--- src/rtl/level_sensor_conditioner.sv ---
// rtl/level_sensor_conditioner.sv - sync/debounce of level and pump-fault inputs plus fault-encoding FSM
// Optional build macro: LSC_STICKY_FAULT_EN (recovery to normal needs operator fault_clr).
module level_sensor_conditioner #(
  parameter int DEB_CYCLES = 8,
  parameter int CNT_W      = 4,
  parameter int FAULT_HOLD = 16
) (
  input  logic       clk,
  input  logic       reset,
  input  logic       sample_en,
  input  logic [1:0] raw_lvl,
  input  logic [1:0] raw_flt,
  input  logic       fault_clr,
  output logic [1:0] A,
  output logic [1:0] P,
  output logic       lvl_chg
);

  localparam logic [CNT_W-1:0] DEB_LAST  = CNT_W'(DEB_CYCLES - 1);
  localparam logic [CNT_W-1:0] HOLD_LAST = CNT_W'(FAULT_HOLD - 1);
  localparam logic [CNT_W-1:0] CNT_MAX   = '1;

  typedef enum logic [1:0] {ST_OK, ST_FLT0, ST_FLT1, ST_RECOV} state_t;

  // bits [1:0] level probes, [3:2] pump faults
  logic [3:0]       r_sync1, r_sync2, r_stable, w_stable_nxt;
  logic [CNT_W-1:0] r_cnt [4];
  logic [CNT_W-1:0] w_cnt_nxt [4];
  logic             r_lvl_chg;
  state_t           r_state, w_state_nxt;
  logic [1:0]       r_p, w_p_nxt;
  logic [CNT_W-1:0] r_hold, w_hold_nxt;
  logic [1:0]       w_df;

  assign w_df = r_stable[3:2];

  always_ff @(posedge clk or negedge reset) begin
    if (!reset) begin
      r_sync1 <= '0;
      r_sync2 <= '0;
    end else begin
      r_sync1 <= {raw_flt, raw_lvl};
      r_sync2 <= r_sync1;
    end
  end

  always_comb begin
    w_stable_nxt = r_stable;
    for (int i = 0; i < 4; i++) begin
      w_cnt_nxt[i] = r_cnt[i];
      if (r_sync2[i] == r_stable[i]) begin
        w_cnt_nxt[i] = '0;
      end else if (sample_en) begin
        if (r_cnt[i] >= DEB_LAST) begin
          w_stable_nxt[i] = r_sync2[i];
          w_cnt_nxt[i]    = '0;
        end else if (r_cnt[i] != CNT_MAX) begin
          w_cnt_nxt[i] = r_cnt[i] + 1'b1;
        end
      end
    end
  end

  always_ff @(posedge clk or negedge reset) begin
    if (!reset) begin
      r_stable  <= '0;
      r_lvl_chg <= 1'b0;
      for (int i = 0; i < 4; i++) r_cnt[i] <= '0;
    end else begin
      r_stable  <= w_stable_nxt;
      r_lvl_chg <= |(w_stable_nxt[1:0] ^ r_stable[1:0]);
      for (int i = 0; i < 4; i++) r_cnt[i] <= w_cnt_nxt[i];
    end
  end

  // Pump 0 wins whenever both pumps report a fault, so P can never read 11.
  always_comb begin
    w_state_nxt = r_state;
    w_hold_nxt  = r_hold;
    case (r_state)
      ST_OK: begin
        if (w_df[0])      w_state_nxt = ST_FLT0;
        else if (w_df[1]) w_state_nxt = ST_FLT1;
      end
      ST_FLT0: begin
        if (w_df == 2'b00) begin
          w_state_nxt = ST_RECOV;
          w_hold_nxt  = '0;
        end else if (w_df == 2'b10) begin
          w_state_nxt = ST_FLT1;
        end
      end
      ST_FLT1: begin
        if (w_df[0]) begin
          w_state_nxt = ST_FLT0;
        end else if (w_df == 2'b00) begin
          w_state_nxt = ST_RECOV;
          w_hold_nxt  = '0;
        end
      end
      ST_RECOV: begin
        if (w_df[0]) begin
          w_state_nxt = ST_FLT0;
          w_hold_nxt  = '0;
        end else if (w_df[1]) begin
          w_state_nxt = ST_FLT1;
          w_hold_nxt  = '0;
        end else if (sample_en) begin
          if (r_hold >= HOLD_LAST) begin
`ifdef LSC_STICKY_FAULT_EN
            if (fault_clr) begin
              w_state_nxt = ST_OK;
              w_hold_nxt  = '0;
            end
`else
            w_state_nxt = ST_OK;
            w_hold_nxt  = '0;
`endif
          end else begin
            w_hold_nxt = r_hold + 1'b1;
          end
        end
      end
      default: begin
        w_state_nxt = ST_OK;
        w_hold_nxt  = '0;
      end
    endcase
  end

  always_comb begin
    w_p_nxt = r_p;
    case (w_state_nxt)
      ST_OK:    w_p_nxt = 2'b00;
      ST_FLT0:  w_p_nxt = 2'b01;
      ST_FLT1:  w_p_nxt = 2'b10;
      default:  w_p_nxt = r_p;
    endcase
  end

  always_ff @(posedge clk or negedge reset) begin
    if (!reset) begin
      r_state <= ST_OK;
      r_hold  <= '0;
      r_p     <= 2'b00;
    end else begin
      r_state <= w_state_nxt;
      r_hold  <= w_hold_nxt;
      r_p     <= w_p_nxt;
    end
  end

`ifndef LSC_STICKY_FAULT_EN
  logic w_unused_fault_clr;
  assign w_unused_fault_clr = fault_clr;
`endif

  assign A       = r_stable[1:0];
  assign P       = r_p;
  assign lvl_chg = r_lvl_chg;

endmodule
--- config.mk ---
export PLATFORM = sky130hd
export DESIGN_NAME = level_sensor_conditioner
export DESIGN_NICKNAME = d
export VERILOG_FILES = /design/src/rtl/level_sensor_conditioner.sv
export SDC_FILE = /design/constraint.sdc
export NUM_CORES = 1
export LEC_CHECK = 0
export ABC_AREA = 1
export BUFFER_PORTS_ARGS = -buffer_cell sky130_fd_sc_hd__buf_4
export CORE_UTILIZATION = 35
export DETAILED_ROUTE_END_ITERATION = 7
export PLACE_DENSITY_LB_ADDON = 0.1
export SETUP_SLACK_MARGIN = 0.05
export SLEW_MARGIN = 15
export SYNTH_ARGS = -nofsm -noshare
export SYNTH_HDL_FRONTEND = slang
export SYNTH_SLANG_ARGS = --single-unit
--- constraint.sdc ---
create_clock -name clk -period 1.26 [get_ports clk]
set_clock_uncertainty 0.05 [all_clocks]
set_input_delay 0.189 -clock clk [delete_from_list [all_inputs] [get_ports clk]]
set_output_delay 0.189 -clock clk [all_outputs]
set_load 0.05 [all_outputs]
==> out/results.txt <==
Dividing total power by cell area gives a power density of 1100 nW/um^2. Including well taps, the total number of placed cells is 254. The flip-flop and latch count after synthesis came out at 37.

The relative max-transition margin is 0.685, and the buffer depth of the longest clock path is 2. On the final layout, the worst hold slack is 0.173 ns. The number of global-route vias before repair was 1,445. The final layout contains 238 nets.

For the number of instances in the synthesized netlist, the log shows 182. The worst slack after detailed placement is -0.0707 ns. For this block, wires on met1 add up to 1.54 mm. The category of the critical setup timing path is reg -> reg. The global router's overall resource usage came out at 0.153. The congestion estimate from routability-driven global placement came to 0.764. The max capacitance violation total came out at 0. Setup repair after global routing could not meet its margin everywhere. TritonCTS built the clock tree.

The first global-routing pass estimated 6.04 mm of wire. In the routed design, unresolved DRC markers number 2. The cell area that synthesis handed to floorplanning was 1650 um^2.

Averaged over all synthesized cells, the footprint is 9.07 um^2. The synthesis warning total was 0. Setup violations remaining at the end of the flow were counted as 0. The largest stage delay on the critical path came out at 0.39 ns. Traced cell by cell, the critical path runs through ha_2 > a21o_1 > nor2_2 > nand2_1 > o21ai_1. The remaining number of nets flagged by the antenna check after routing came out at 0.

The count of pins on the block boundary came out at 13. The distinct cell type count of the synthesized netlist came out at 21. The layout cell share with drive strength beyond 1 works out to 0.394. The run finished, with violations left. Signal routing reaches up to met4. The die outline width was 70.7 um. The required time of the critical path was 1.43 ns; the number of H-tree branching levels was 2. In the final timing run, aggregate negative setup slack is 0 ns. The slack of the worst reg-to-reg path is 0.03 ns, and the shortest clock period the worst path allows after layout is 1.23 ns.

The depth of the most critical reg-to-reg path is 5. Summed over all nets, wire length on met3 after detailed routing comes to 114 um. The logs give 0.561 for the portion of the post-synthesis area used by sequential elements and 1.39 ns for the arrival time at the worst endpoint. Among cell families on the critical path, the largest total delay comes from flip-flops.

The cell sitting at the root of the clock tree is a clkbuf_8. The via count normalized by instance count came out at 4.99. The checks that failed: DRC. The logs give 5 for the TritonCTS buffer count and 0 for the number of hold violations in the final report.

The largest vdd supply drop is 0.000663 V, and the number of standard cells in the layout, taps in and fillers out is 278. The detailed router placed 1,387 vias in this run. The average detailed-routed wire length per instance was 12.4 um; the floorplan die area was 5000 um^2.

Compared with the post-synthesis result, the final layout area differs by 39.2%. Initial core utilization: 0.372. Clock tree synthesis found a total of 37 sinks. Entering global routing, the biggest net connects 38 pins. At the pin with the least slew margin, the transition time is 0.472 ns. Type of origin of the critical path: a register. The share of the clock period used by the worst path was 0.972. 0 antenna diodes ended up in the layout. The critical path contains buffers and inverters numbering 0 combined.

Timing would allow up to 0.816 GHz. The final worst-path setup slack was 0.0349 ns; the latest clock arrival within the worst-skew pair was 0.29 ns. Detailed routing placed a total of 1.76 mm of wire on met2. The count of cell instances traversed by the critical path came out at 5. Once detailed placement completed, the half-perimeter wirelength came to 2.25 mm. The worst register-to-register path begins at r_cnt[12]$_DFFE_PN0P_.

The run gives 0 as the total count of max-transition violations in the final report. For this block, the initial DRC count from the detailed router was 47. The tools report the total detailed-routing wirelength as 3.46 mm.

The library cell used most frequently in the layout, excluding fill and tap cells, is dfrtp_1. The clock-pin slew on the worst setup and hold paths is 0.08 ns, and the number of nets produced by synthesis is 195. The leftover overflow at the end of global routing came out at 0. In this run the static leakage power is 0.00108 uW.

The tools report the end of the worst register-to-register path as r_cnt[12]$_DFFE_PN0P_. The worst setup path is captured at a register. For this design, the slowest cell found on the critical path is dfrtp_1.

The class of the tightest hold or removal check was in -> reg. The vertical die dimension came out at 70.7 um. Destination of the critical timing path: r_cnt[12]$_DFFE_PN0P_. The tools report the start point of the critical path as r_cnt[12]$_DFFE_PN0P_. Initial antenna violation count: 0. The row count is 24. The total iterations of the first detailed-routing run is 6, and the port buffer count is 11.

The largest driver fanout on the critical path is 3. Leaving out fill and tap cells, the most frequent cells in the layout are dfrtp_1, buf_4, nand2_1. Core area: 4440 um^2.
area by class of cell:
type	instances	area (um^2)
well taps	52	65.1
inverters	19	71.3
multi-input cells	122	822
repair buffers	40	328
flip-flops and latches	37	931
fillers	396	2140
clock inverters	2	10.0
clock buffers	6	72.6
cells in the mapped netlist, drive strengths merged:
cell type / instances / share of area
xnor2: 1 / 0.0053
o21ai: 21 / 0.064
ha: 5 / 0.038
clkbuf: 1 / 0.0023
nor3: 1 / 0.0030
nand4: 1 / 0.0038
a21o: 3 / 0.014
nand3: 27 / 0.085
o22ai: 1 / 0.0038
a21oi: 7 / 0.021
nor2: 19 / 0.045
xor2: 3 / 0.025
inv: 19 / 0.043
buf: 3 / 0.012
dfrtp: 37 / 0.56
nand2: 33 / 0.075
kinds of logic after synthesis:
| logic type | Yosys count | share of synthesized area |
|---|---|---|
| adders and majority gates | 5 | 0.0379 |
| buffers and inverters | 23 | 0.0576 |
| xor gates and xnor gates | 4 | 0.0303 |
| DFF | 37 | 0.561 |
| and+or+nand+nor | 81 | 0.211 |
| AOI/OAI and AO/OA | 32 | 0.102 |
how the worst min path moves through the flow:
stage               from                    end  slack, ns  depth (start not counted)
2_1_floorplan      reset       P[0]$_DFFE_PN0P_      -0.16                          0
3_3_place_gp       reset  r_stable[1]$_DFF_PN0_       0.13                          1
3_5_place_dp       reset  r_stable[1]$_DFF_PN0_       0.13                          1
4_1_cts        sample_en  r_cnt[13]$_DFFE_PN0P_       0.16                          3
5_1_grt        sample_en  r_cnt[13]$_DFFE_PN0P_       0.18                          3
6_report       sample_en  r_cnt[13]$_DFFE_PN0P_       0.17                          3
stage by stage:
| stage | total power (uW) | area [um^2] | util |
|---|---|---|---|
| 2_1_floorplan | 1480 | 1650 | - |
| 3_3_place_gp | 1600 | 1880 | 0.422 |
| 3_5_place_dp | 1620 | 1880 | 0.422 |
| 4_1_cts | 2480 | 2100 | 0.472 |
| 5_1_grt | 2660 | 2300 | 0.517 |
| 6_report | 2520 | 2300 | 0.517 |
registers in the layout, indices dropped and copies added, names as in the netlist:
name and flops:
P 2, lvl_chg 1, r_cnt 16, r_hold 4, r_stable 4, r_state 2
r_sync1 4, r_sync2 4
repair_timing:
| item | 4_1_cts | 5_1_grt |
|---|---|---|
| buffers inserted | 6 | 5 |
| hold endpoints to repair | 41 | 0 |
| endpoints found under the setup margin | 23 | 28 |
| hold buffers | 5 | 0 |
| gates resized for setup | 21 | 50 |
| pin swaps | 4 | 16 |
worst register-to-register path: cells and delay by family, from the launching register on:
family                   cells  cell delay, ns
flip-flops                   1            0.39
AO/OA/AOI/OAI                2            0.31
AND/OR/NAND/NOR              2            0.21
adder cells (fa/ha/maj)      1            0.19
power breakdown:
group	total [uW]	switching, uW	internal, uW
clock network	801	418	384
logic	418	234	184
registers	1300	51.5	1250
routing by layer:
layer	up-vias	GRT usage
met2	22	0.272
met5	-	0
met3	5	0.0442
met4	0	0.0489
li1	681	-
met1	679	0.177
(Power assumes the default switching activity.)
